File: src/rtl/exprom_ctrl.sv
// exprom_ctrl: access controller and arbiter for the PCI expansion-ROM store.
// Four byte-lane 512x8 synchronous RAMs form one 32-bit image that is shared by
// three requesters. Only one of them gets the RAMs in any cycle.
//   - PCI target reads: full dwords, with one cycle from grant to data.
//   - Management writes: single-byte patches, optionally write-protected.
//   - Checksum-scan engine: sums every image byte mod 256.
// Arbitration order: a starved write first, then a read, then any write, then
// the next scan word.
// Ports:
//   clk, rst            clock, synchronous active-high reset
//   rd_req/addr/gnt     read request handshake (request held until grant)
//   rd_valid/rd_data    read response, one cycle after rd_gnt
//   wr_req/addr/data    byte write request (wr_addr[1:0] selects the lane)
//   wr_prot/gnt/err     write protect, grant pulse, suppressed-write pulse
//   scan_*              checksum-scan control and result
//   rom_*               shared RAM address/data/enables; rom_dout from RAMs
module exprom_ctrl #(
  parameter int ADDR_W    = 9,
  parameter int ROM_WORDS = 512,
  parameter int MAX_WAIT  = 8
) (
  input  logic              clk,
  input  logic              rst,
  input  logic              rd_req,
  input  logic [ADDR_W-1:0] rd_addr,
  output logic              rd_gnt,
  output logic              rd_valid,
  output logic [31:0]       rd_data,
  input  logic              wr_req,
  input  logic [ADDR_W+1:0] wr_addr,
  input  logic [7:0]        wr_data,
  input  logic              wr_prot,
  output logic              wr_gnt,
  output logic              wr_err,
  input  logic              scan_start,
  output logic              scan_busy,
  output logic              scan_done,
  output logic [7:0]        scan_sum,
  output logic              scan_ok,
  output logic              scan_stale,
  output logic [ADDR_W-1:0] rom_addr,
  output logic [7:0]        rom_din,
  output logic [3:0]        rom_en,
  output logic [3:0]        rom_we,
  input  logic [31:0]       rom_dout
);

  localparam int WC_W = $clog2(MAX_WAIT + 1);
  localparam logic [ADDR_W-1:0] LAST = ADDR_W'(ROM_WORDS - 1);
  localparam logic [WC_W-1:0]   WMAX = WC_W'(MAX_WAIT);

  typedef enum logic [1:0] {S_IDLE, S_RUN, S_DONE} state_t;

  state_t            state_q, state_d;
  logic [WC_W-1:0]   wait_q, wait_d;
  logic [ADDR_W-1:0] ptr_q, ptr_d;
  logic              issued_q, issued_d;  // final scan word already issued
  logic              acc_q;               // scan word arriving on rom_dout
  logic              last_q;              // ...and it is the final one
  logic [7:0]        sum_q, sum_d;
  logic              stale_q, stale_d;
  logic              ok_q, ok_d;
  logic              rdv_q;

  logic              force_wr, rd_g, wr_g, sc_g;
  logic [3:0]        lane_oh;
  logic [7:0]        word_sum;

  // Slot arbitration. Nothing is granted during reset, so no RAM write can
  // happen in the reset cycle.
  always_comb begin
    force_wr = wr_req && (wait_q >= WMAX);
    rd_g     = !rst && rd_req && !force_wr;
    wr_g     = !rst && wr_req && (force_wr || !rd_req);
    sc_g     = !rst && !rd_g && !wr_g && (state_q == S_RUN) && !issued_q;
  end

  // RAM port drive
  always_comb begin
    rom_addr = '0;
    rom_din  = '0;
    rom_en   = '0;
    rom_we   = '0;
    lane_oh  = 4'b0001 << wr_addr[1:0];
    if (rd_g) begin
      rom_addr = rd_addr;
      rom_en   = 4'hF;
    end else if (wr_g) begin
      rom_addr = wr_addr[ADDR_W+1:2];
      rom_din  = wr_data;
      rom_en   = wr_prot ? 4'h0 : lane_oh;
      rom_we   = wr_prot ? 4'h0 : lane_oh;
    end else if (sc_g) begin
      rom_addr = ptr_q;
      rom_en   = 4'hF;
    end
  end

  // Write starvation counter
  always_comb begin
    wait_d = wait_q;
    if (wr_g)                         wait_d = '0;
    else if (wr_req && wait_q < WMAX) wait_d = wait_q + 1'b1;
  end

  // Scan engine
  always_comb begin
    state_d  = state_q;
    ptr_d    = ptr_q;
    issued_d = issued_q;
    sum_d    = sum_q;
    stale_d  = stale_q;
    ok_d     = ok_q;
    word_sum = rom_dout[7:0] + rom_dout[15:8] + rom_dout[23:16] + rom_dout[31:24];
    case (state_q)
      S_IDLE: begin
        if (scan_start) begin
          state_d  = S_RUN;
          ptr_d    = '0;
          issued_d = 1'b0;
          sum_d    = '0;
          stale_d  = 1'b0;
        end
      end
      S_RUN: begin
        // ptr parks on the final word rather than wrapping
        if (sc_g) begin
          if (ptr_q == LAST) issued_d = 1'b1;
          else               ptr_d    = ptr_q + 1'b1;
        end
        // accumulate unconditionally one cycle after issue; RAM output is
        // only disturbed by the next enabled edge, which happens after this
        if (acc_q) sum_d = sum_q + word_sum;
        if (wr_g && !wr_prot) stale_d = 1'b1;
        if (acc_q && last_q) begin
          state_d = S_DONE;
          ok_d    = (sum_d == 8'd0) && !stale_d;
        end
      end
      S_DONE:  state_d = S_IDLE;
      default: state_d = S_IDLE;
    endcase
  end

  always_ff @(posedge clk) begin
    if (rst) begin
      state_q  <= S_IDLE;
      wait_q   <= '0;
      ptr_q    <= '0;
      issued_q <= 1'b0;
      acc_q    <= 1'b0;
      last_q   <= 1'b0;
      sum_q    <= '0;
      stale_q  <= 1'b0;
      ok_q     <= 1'b0;
      rdv_q    <= 1'b0;
    end else begin
      state_q  <= state_d;
      wait_q   <= wait_d;
      ptr_q    <= ptr_d;
      issued_q <= issued_d;
      acc_q    <= sc_g;
      last_q   <= sc_g && (ptr_q == LAST);
      sum_q    <= sum_d;
      stale_q  <= stale_d;
      ok_q     <= ok_d;
      rdv_q    <= rd_g;
    end
  end

  // Outputs are forced low while reset is asserted; this also drops a
  // response owed by a read granted just before reset.
  always_comb begin
    rd_gnt     = rd_g;
    wr_gnt     = wr_g;
    wr_err     = wr_g && wr_prot;
    rd_valid   = rdv_q && !rst;
    rd_data    = rd_valid ? rom_dout : 32'd0;
    scan_busy  = !rst && (state_q == S_RUN);
    scan_done  = !rst && (state_q == S_DONE);
    scan_sum   = rst ? 8'd0 : sum_q;
    scan_ok    = !rst && ok_q;
    scan_stale = !rst && stale_q;
  end

endmodule

File: config.mk
export PLATFORM = sky130hd
export DESIGN_NAME = exprom_ctrl
export DESIGN_NICKNAME = d
export VERILOG_FILES = /design/src/rtl/exprom_ctrl.sv
export SDC_FILE = /design/constraint.sdc
export NUM_CORES = 1
export LEC_CHECK = 0
export ABC_AREA = 1
export CAP_MARGIN = 20
export CORE_ASPECT_RATIO = 0.75
export CORE_MARGIN = 2
export CORE_UTILIZATION = 45
export CTS_CLUSTER_SIZE = 16
export DETAILED_ROUTE_END_ITERATION = 7
export PLACE_DENSITY = 0.88
export SLEW_MARGIN = 0
export SYNTH_ARGS = -nofsm -noshare
export SYNTH_HDL_FRONTEND = slang
export SYNTH_SLANG_ARGS = --single-unit
export TNS_END_PERCENT = 1
File: constraint.sdc
create_clock -name clk -period 10.9 [get_ports clk]
set_clock_uncertainty 0.2 [all_clocks]
set_input_delay 1.09 -clock clk [delete_from_list [all_inputs] [get_ports clk]]
set_output_delay 1.09 -clock clk [all_outputs]
set_load 0.01 [all_outputs]
# Word-level counts from Yosys, hierarchy flattened
# Index checks and enable logic that the tools add are counted.
# word_totals
reg_bits,29
latchBits,0
ramBits,0
mem_bits_ro,0
in_bits,66
output_inout_bits,73
n_memories,0
# op_classes
add_sub_neg,6
multipliers,0
div,0
order_cmp,2
eq_ne,8
n_shift,1
mux,31
bitwise,0
reduce_logical,38
# ops
operator,n
$mux W9,6
$mux W8,6
$add A8 B8 Y8,4
$mux W32,1
$mux W4,6
$logic_and A1 B1 Y1,20
$pmux W9 S2,1
$pmux W8 S2,1
$add A9 B1 Y9 const B,1
$eq A9 B9 Y1 const B,1
$logic_not A1 Y1,8
$logic_not A8 Y1,1
$reduce_and A4 Y1,2
$ne A2 B2 Y1 const B,3
$reduce_and A2 Y1,3
$mux W1,5
$add A4 B1 Y4 const B,1
$ge A4 B4 Y1 const B,1
$lt A4 B4 Y1 const B,1
$mux W2,2
$ne A2 B1 Y1 const B,2
$pmux W1 S2,2
$pmux W2 S2,1
$shl A1 B2 Y4 const A,1
6 further kinds,6

# Depth between registers and ports, before layout
# Gate-level depths: netlist (run 1).
# depth
ltp_word,12
depth_mapped,19
ltp_nobuf,19

# Least setup slack after synthesis (run 1)
# OpenSTA, ideal clock, no wires.
# synth_path
path_type,input to register
startpoint,in rom_dout[1]
endpoint,reg ok_q
setup_time_ns,0.116
t_arrival_ns,3.923
required_ns,10.584
path_slack_ns,6.660
path_stages,14
n_path_buf,0
cell_sequence,inv_1 -> fa_1 -> fa_1 -> fa_1 -> inv_1 -> ha_1 -> inv_1 -> fa_1 -> o31ai_1 -> nor2_1 -> o22ai_1 -> nor2_1 -> nand3_1 -> nand2_1
# synth_between
elab_chain_cells,8
# synth_lines
element,line_no,rtl
start: declaration,45,input logic [31:0] rom_dout
$add A8 B8 Y8 (3 in a row),114,word_sum = rom_dout[7:0] + rom_dout[15:8] + rom_dout[23:16] + rom_dout[31:24];
$add A8 B8 Y8,133,if (acc_q) sum_d = sum_q + word_sum;
$mux W8,133,
$mux W8,115,case (state_q)
$logic_not A8 Y1,137,ok_d = (sum_d == 8'd0) && !stale_d;
$logic_and A1 B1 Y1,137,
end signal: assignment,166,ok_q <= ok_d;
end: declaration,62,"logic ok_q, ok_d;"
# No other way between the ends. The select of a mux whose other input is x is not followed.
# A chain may end at the register's enable or synchronous reset.

# Final worst setup path (run 1)
# layout_path
startpoint,in rst
endpoint,out rom_en[2]
# layout_between
elab_chain_cells,11
word_cells_on_any_way,14
# layout_lines
element,line_no,rtl
start: declaration,23,"input logic rst,"
$logic_not A1 Y1 *,"73, 74, 75",
$logic_and A1 B1 Y1 (2 in a row),73,rd_g = !rst && rd_req && !force_wr;
$logic_not A1 Y1,75,sc_g = !rst && !rd_g && !wr_g && (state_q == S_RUN) && !issued_q;
$logic_and A1 B1 Y1 (4 in a row),75,
$mux W4,93,end else if (sc_g) begin
$mux W4,88,end else if (wr_g) begin
$mux W4 *,85,if (rd_g) begin
end: declaration,43,"output logic [3:0] rom_en,"
# Mark *: on every way between the ends. The rest lies on a longest branch, timed or not.

==> results of run 1 <==
==> final timing paths <==
path / from / to
worst max-delay path: rst / rom_en[2]
worst min-delay path: ptr_q[4] / ptr_q[4]
worst min register to register: ptr_q[4] / ptr_q[4]
worst max register to register: sum_q[1] / ok_q
==> power breakdown <==
group          internal (mW)  switching, mW  leakage, nW  total, mW
combinational         0.0835         0.0991         1.86      0.183
clock                 0.0418         0.0388       0.0399     0.0806
sequential             0.108        0.00184        0.235      0.110
==> worst register-to-register path: cells and delay by family (launching register included) <==
kind | cells | cell delay (ns)
buf+inv | 3 | 0.22
simple gates | 7 | 0.72
flops | 1 | 0.31
fa+ha+maj | 3 | 1.15
compound gates | 1 | 0.12
==> cell type report <==
| cell class | instances | area, µm² | share of cell area |
|---|---|---|---|
| clock buffers | 5 | 68.82 | 0.01563 |
| clock inverters | 1 | 5.005 | 0.001137 |
| inverters | 130 | 490.5 | 0.1114 |
| multi-input cells | 288 | 1775 | 0.4032 |
| flip-flops and latches | 29 | 580.6 | 0.1319 |
| well taps | 81 | 101.3 | 0.02302 |
| repair buffers | 138 | 1381 | 0.3137 |
==> through the flow <==
step / cells / setup slack [ns]
finish: 672 / 5.628
global placement: 666 / 5.748
global route: 672 / 5.378
CTS: 672 / 5.627
floorplan: 455 / 6.660
detailed placement: 666 / 5.639
==> registers in the layout, indices dropped and copies added, names as in the netlist <==
name,cells
rdv_q,1
acc_q,1
ptr_q,9
state_q,2
last_q,1
sum_q,8
stale_q,1
issued_q,1
wait_q,4
ok_q,1
==> routing by layer <==
| layer | vias to the layer above | global-route usage | wire length, µm |
|---|---|---|---|
| li1 | 1631 | - | - |
| met1 | 1438 | 0.3015 | 3424 |
| met2 | 108 | 0.3742 | 3810 |
| met3 | 11 | 0.04410 | 463 |
| met4 | 0 | 0.08764 | 147 |
| met5 | - | 0 | 0 |
==> layout by cell type (no fill, tap or decap), types with 8 or more instances in the layout <==
master	instances
fa_1	20
clkdlybuf4s50_1	138
inv_1	127
ha_1	12
nor3_1	9
nand3_1	17
nand2_1	92
a21oi_1	14
o211ai_1	8
nor2_1	69
dfxtp_1	29
o21ai_0	14
==> cell families (layout without fill, tap and decap cells) <==
family | Yosys count | count (layout) | synth area share
compound gates | 51 | 51 | 0.1082
buf+inv | 138 | 274 | 0.1820
fa+ha+maj | 32 | 32 | 0.1911
xor+xnor | 3 | 3 | 0.009124
simple gates | 202 | 202 | 0.3080
flops | 29 | 29 | 0.2016
==> impl_metrics.ini, run 1 <==
[outcome]
status = finished, final reports clean

[yosys]
synth_seq_area_share = 0.2016
synth_area_per_cell_um2 = 6.330
synth_area_um2 = 2880
ys_ff_latch = 29
ys_top_cells_by_area = dfxtp_1 (20%), inv_1 (17%), fa_1 (14%), nand2_1 (12%), nor2_1 (9.0%)
synth_warnings = 0
synth_flop_cell = dfxtp_1
synth_edf_count = 0
synth.distinct_cells = 36
synth_commonest_cells = inv_1 (127), nand2_1 (92), nor2_1 (69)
synth_most_common_cell = inv_1
async_flop_share = 0
synth.top_cell.area_share = 0.2016
netlist_instances = 455
synth_largest_area_cell = dfxtp_1
synth_nets = 553

[critical_path]
cp.depth = 7
arrival_ns = 3.98
cp-end-kind = primary output
startpoint_type = input port
reg2regPathDepth = 14
max_stage_delay_ns = 0.85
ff2ff_setup_slack_ns = 8.14
slowest_stage = clkdlybuf4s50_1
critPathTopFamily = buffers and inverters
cp_max_fo = 20
path_class = in -> out
crit_required_ns = 9.61
worst-path-buf-inv = 3
critical_path.cell_chain = clkdlybuf4s50_1 > nor2_1 > nand2_1 > nor3_1 > inv_1 > nand2_1 > clkdlybuf4s50_1

[route]
wire_per_inst_um = 11.67
routed_via_density = 4.744
drc_errors = 0
drt-total-wl_um = 7845
drt_iter0_markers = 169
detailedRoute.firstPassIterationCount = 4
via_count = 3188
antenna_left = 0

[layout]
fin_nets = 690
drive_gt1_frac = 0.03553
stdcell_area_um2 = 4403
fin_util = 0.7038
antenna_cells = 0
area_growth_pct = 52.87
nFillCells = 528

[floorplanning]
start_util = 0.4604
rows = 25
ioPinCount = 139
core_area_um2 = 6256
die-area_um2 = 7063
die_h_um = 73.29
die_width_um = 96.38

[clocking]
path_clk_slew_ns = 0.06
cts_setup_buffers = 0
htreeDepth = 2
cts_tree = done
clk_latency_ns = 0.28
cts-buffers-inserted = 5
cts_buffer_depth = 2
cts_resized = 0
cts_sinks = 29
ctsHoldBuffers = 0
cts-root-buf = clkbuf_8

[job]
maxCapViolations = 0

[placed_design]
place.port_buffers = 138
placed_area_um2 = 4329
dp_hpwl_um = 6514
gp_congestion = 0.8625

[grt]
grt_overflow = 0
antenna_found_initial = 0
grt_max_degree = 34
grt_pass1_vias = 3003
grt.total_usage = 0.2290
grt_first_pass_wirelength_um = 12830

[power_and_ir_drop]
power_density_nw_per_um2 = 84.79
total_power_mw = 0.3733
vdd_drop_max_v = 0.00004428
leakage_nw = 2.135

[worst_hold_path]
worstHoldPathType = reg -> reg
hold_path_depth = 2

[timing]
min_period_ns = 5.272
fin_crit_sh = 0.4837
slew_headroom = 0.3353
hold_viol = 0
hold_ws_ns = 0.2752
tns_ns = 0
worst_slew_pin_slew_ns = 0.9946
setup_viol = 0
max_freq_mhz = 189.7
grt_setup_unrepaired = no
drv_slew = 0
No activity file was read; power rests on OpenSTA's default activity.
==> run 2, diff against run 1 <==
- CORE_UTILIZATION: 45 -> 42
- PLACE_DENSITY: 0.88 -> 0.82
- clock period: 10.9 -> 4.95 ns (I/O delays scaled with it)
==> run 2 against run 1 <==
  * Routed wire length rose by 1.6%
  * Via count fell by 0.35%
  * Core utilization down 3.8 points
  * Register-to-register slack got worse by 6.0 ns
  * Power grew to 2.5 times the previous value
  * First-iteration DRC count shrank 25%
  * Global-route usage fell by 1.2 points
  * Die area is 6.8% higher
  * Non-clock buffer count grew 2
  * Critical path depth up 10
  * Clock-buffer cell count stayed put
  * Combinational power increased by 120%
  * Critical path type is now in -> reg
  * Largest power group unchanged
==> impl_metrics.ini, run 2 (same netlist as run 1, synthesis figures left out) <==
[outcome]
status = finished, final reports clean

[timing]
slew_headroom = 0.4775
tns_ns = 0
fin_crit_sh = 0.8324
hold_viol = 0
max_freq_mhz = 242.7
setup_viol = 0
drv_slew = 0
grt_setup_unrepaired = no
min_period_ns = 4.121
worst_slew_pin_slew_ns = 0.7813

[placed_design]
dp_hpwl_um = 6697
gp_congestion = 0.8452
post-place-cells = 671
place.port_buffers = 138
placed_area_um2 = 4348

[layout]
final_common_cell = clkdlybuf4s50_1
fin_nets = 692
drive_gt1_frac = 0.04202
top_register = ptr_q
layout_common_cells = clkdlybuf4s50_1 (138), inv_1 (127), nand2_1 (92)
antenna_cells = 0
stdcell_area_um2 = 4482
nFillCells = 597
area_growth_pct = 55.60
top_regs = ptr_q: 9 flops, sum_q: 8 flops, wait_q: 4 flops
largest_reg_flops = 9
fin_cells = 679

[grt]
grt.total_usage = 0.2166
grt_max_degree = 34
grt_pass1_vias = 2937
grt_overflow = 0
antenna_found_initial = 0
grt_first_pass_wirelength_um = 12970

[clocking]
cts_setup_buffers = 0
cts_buffer_depth = 2
cts-root-buf = clkbuf_8
cts-buffers-inserted = 5
clk_latency_ns = 0.29
ctsHoldBuffers = 0
cts_resized = 0
cts_tree = done
htreeDepth = 2
cts_sinks = 29
path_clk_slew_ns = 0.07

[route]
highest_layer = met4
routed_via_density = 4.679
drc_errors = 0
detailedRoute.firstPassIterationCount = 4
drt-total-wl_um = 7972
wl_met2_um = 3968
via_count = 3177
antenna_left = 0
drt-met1-wl_um = 3546
wire_per_inst_um = 11.74
drt_iter0_markers = 126
met3_length_um = 346

[floorplanning]
die_width_um = 99.62
ioPinCount = 139
die-area_um2 = 7543
core_area_um2 = 6734
start_util = 0.4277
die_h_um = 75.72
rows = 26

[power_and_ir_drop]
vdd_drop_max_v = 0.0001593
power_density_nw_per_um2 = 210.4
leakage_nw = 2.173

[critical_path]
cp-end-kind = register
startpoint_type = input port
path_class = in -> reg
cp_max_fo = 3
crit_required_ns = 4.99
arrival_ns = 4.16

[job]
maxCapViolations = 0

[worst_hold_path]
worstHoldPathType = reg -> reg
## run 2: cell types whose count changed in the layout (fill, tap and decap cells not counted), sizes merged
cell,delta
bufinv,+2
buf,+2
## run 2: layer usage
layer	track usage	vias to the layer above
met5	0	-
met4	0.07610	0
met3	0.03670	12
met2	0.3664	76
met1	0.2864	1454
li1	-	1635
## run 2: where the power goes
part,internal [mW],total [mW],switching [mW]
sequential,0.238,0.242,0.00387
combinational,0.184,0.404,0.219
clock,0.200,0.297,0.0974
total,0.622,0.943,0.321
## run 2: stage by stage
| stage | power [mW] | setup WS (ns) | hold slack (ns) | util |
|---|---|---|---|---|
| after floorplan | 0.5076 | 1.305 | 0.2440 | - |
| after global placement | 0.6371 | 0.6923 | 0.2702 | 0.6457 |
| after detailed placement | 0.6502 | 0.5708 | 0.2634 | 0.6457 |
| after CTS | 0.9488 | 0.8432 | 0.2949 | 0.6656 |
| after global routing | 1.018 | 0.6074 | 0.3186 | 0.6656 |
| final | 0.9429 | 0.8294 | 0.2906 | 0.6656 |
## run 2: worst paths after layout
check / endpoint / slack, ns / start / cells past startpoint
worst min register to register: ptr_q[4] / 0.29 / ptr_q[4] / 2
worst max-delay path: ok_q / 0.83 / rom_dout[1] / 17
worst max register to register: ok_q / 2.17 / sum_q[1] / 14
worst min-delay path: ptr_q[4] / 0.29 / ptr_q[4] / 2
## run 2: cell type report
cell class                      count  area [µm²]  area share
Tap cell                           84       105.1     0.02345
Multi-Input combinational cell    288        1775      0.3961
Timing Repair Buffer              140        1396      0.3116
Inverter                          130       490.5      0.1094
Clock buffer                        5       68.82     0.01535
Clock inverter                      3       65.06     0.01452
Sequential cell                    29       580.6      0.1295
## run 2: worst max-delay path: stages
cell and delay, ns:
clkdlybuf4s50_1 0.45, inv_1 0.07, fa_1 0.56, fa_1 0.44, fa_1 0.46, inv_1 0.07, ha_1 0.21, inv_1 0.07
fa_1 0.48, nand2_1 0.05, o21ai_0 0.11, nand4_1 0.15, nor3_1 0.16, nand2_1 0.07, nor2_1 0.12, nand3_1 0.12
nand2_1 0.07
==> run 3, diff against run 2 <==
- clock period: 4.95 -> 4.28 ns (I/O delays scaled with it)
==> run 3 against run 2 <==
  * Die area unchanged
  * Global-route usage down 0.10 points
  * Worst setup slack worse by 0.60 ns
  * Cell area down 0.78%
  * Clock power down 24%
  * Routed wire length up 0.10%
  * Core utilization down 0.52 points
  * Sequential cell count unchanged
  * Sequential power up 16%
  * Combinational power up 17%
  * Worst hold slack worse by 0.0081 ns
==> impl_metrics.ini, run 3 (same netlist as run 1, synthesis figures left out) <==
[power_and_ir_drop]
power.switching_mw = 0.3606
total_power_mw = 0.9793
power_frac_clock = 0.231
combPwrFrac = 0.483
leakage_nw = 2.156
switching_share = 0.3682
vdd_drop_max_v = 0.0001132
power_density_nw_per_um2 = 220.2
seq_power_share = 0.286
p_int_mw = 0.6188

[critical_path]
arrival_ns = 4.07
slowest_stage = fa_1
critical_path.cell_chain = clkdlybuf4s50_1 > inv_1 > fa_1 > fa_1 > fa_1 > inv_1 > ha_1 > inv_1 > fa_1 > nand2_1 > o21ai_0 > nand4_1 > nor3_1 > nand2_1 > nor2_1 > nand3_1 > nand2_1
max_stage_delay_ns = 0.56
path_class = in -> reg
startpoint_type = input port
crit_required_ns = 4.30
reg2reg_to = ok_q
cp-end-kind = register
cp_common_cell = fa_1
r2r-start = sum_q[1]
cp_max_fo = 3
ff2ff_setup_slack_ns = 1.49
reg2regPathDepth = 14

[layout]
top_regs = ptr_q: 9 flops, sum_q: 8 flops, wait_q: 4 flops
final_common_cell = clkdlybuf4s50_1
multi_input_area_um2 = 1780
layout_common_cells = clkdlybuf4s50_1 (138), inv_1 (127), nand2_1 (92)
largest_reg_flops = 9
fin_nets = 693
nFillCells = 600
area_growth_pct = 54.39
regArea_um2 = 580.6
fin_cells = 679
antenna_cells = 0
stdcell_area_um2 = 4447
drive_gt1_frac = 0.04202
top_register = ptr_q

[worst_hold_path]
hold_path_depth = 2
worstHoldPathType = reg -> reg
holdCritStartpoint = ptr_q[4]
hold_end = ptr_q[4]

[outcome]
status = finished, final reports clean

[timing]
setup_viol = 0
worst_slew_pin_slew_ns = 0.7181
fin_crit_sh = 0.9453
min_period_ns = 4.046
max_freq_mhz = 247.2
grt_setup_unrepaired = no
drv_slew = 0
hold_viol = 0
slew_headroom = 0.5195
tns_ns = 0

[floorplanning]
core_area_um2 = 6734
rows = 26
die_width_um = 99.62
die-area_um2 = 7543
ioPinCount = 139
start_util = 0.4277
die_h_um = 75.72

[grt]
antenna_found_initial = 0
grt_overflow = 0
grt_pass1_vias = 2897
grt_max_degree = 34
grt_first_pass_wirelength_um = 13000
grt.total_usage = 0.2155

[clocking]
htreeDepth = 2
ctsHoldBuffers = 0
cts_buffer_depth = 2
cts-buffers-inserted = 5
path_clk_slew_ns = 0.06
cts_tree = done
clk_latency_ns = 0.28
cts-root-buf = clkbuf_8
cts_sinks = 29

[placed_design]
dp_hpwl_um = 6730
post-place-cells = 672
place.port_buffers = 138
placed_area_um2 = 4355
gp_congestion = 0.8457

[route]
drt-total-wl_um = 7980
antenna_left = 0
routed_via_density = 4.708
via_count = 3197
drc_errors = 0
detailedRoute.firstPassIterationCount = 5
wire_per_inst_um = 11.75
drt_iter0_markers = 147

[job]
maxCapViolations = 0
[run 3: cell count changes in the layout (fill, tap and decap cells not counted)]
| cell | change |
|---|---|
| clkbuf_8 | +1 |
| o31ai_1 | -1 |
| buf_4 | +1 |
| bufinv_16 | -2 |
| clkbuf_1 | +1 |
| o31ai_2 | +1 |
| clkinv_2 | -1 |
[run 3: through the flow]
step	util	setup WS (ns)	hold WS (ns)
2_1_floorplan	-	0.7024	0.2440
3_3_place_gp	0.6468	0.09083	0.2701
3_5_place_dp	0.6468	-0.02304	0.2731
4_1_cts	0.6596	0.2181	0.2851
5_1_grt	0.6603	0.02982	0.2993
6_report	0.6603	0.2343	0.2825
[run 3: repair_timing]
action / CTS / global route
buffers inserted: 0 / 0
endpoints found under the setup margin: 0 / 1
gates resized for setup: 0 / 1
[run 3: how the worst max path moves through the flow]
| stage | from | end | slack, ns | cells after the start |
|---|---|---|---|---|
| 5_1_grt | rom_dout[1] | ok_q | 0.03 | 17 |
| 3_3_place_gp | rom_dout[1] | ok_q | 0.09 | 15 |
| 4_1_cts | rom_dout[1] | ok_q | 0.22 | 15 |
| 6_report | rom_dout[1] | ok_q | 0.23 | 17 |
| 2_1_floorplan | rom_dout[1] | ok_q | 0.70 | 14 |
| 3_5_place_dp | rom_dout[1] | ok_q | -0.02 | 17 |
[run 3: cell type report]
| cell class | instances | share of cell area |
|---|---|---|
| multi-input combinational | 288 | 0.4004 |
| timing repair buffer | 141 | 0.3157 |
| sequential | 29 | 0.1306 |
| inverter | 130 | 0.1103 |
| tap | 84 | 0.02364 |
| clock buffer | 7 | 0.01941 |
[run 3: worst max-delay path: cells and delay by family]
kind,cells,cell delay (ns)
buffers and inverters,4,0.65
adders and majority gates,5,2.16
AOI/OAI and AO/OA,1,0.11
and+or+nand+nor,7,0.73
[run 3: power by group through the flow]
stage	clock (mW)	combinational, mW	sequential [mW]
floorplan	0	0.303	0.285
global placement	0	0.452	0.286
detailed placement	0	0.466	0.286
CTS	0.230	0.470	0.280
global route	0.244	0.541	0.281
finish	0.226	0.473	0.280
[run 3: metal layers]
metal | wire [µm] | share of wire | vias up | global-route usage
met5 | 0 | 0 | - | 0
met4 | 109 | 0.014 | 0 | 0.05632
met3 | 485 | 0.061 | 9 | 0.05413
met2 | 3845 | 0.48 | 100 | 0.3581
met1 | 3540 | 0.44 | 1446 | 0.2863
li1 | - | - | 1642 | -
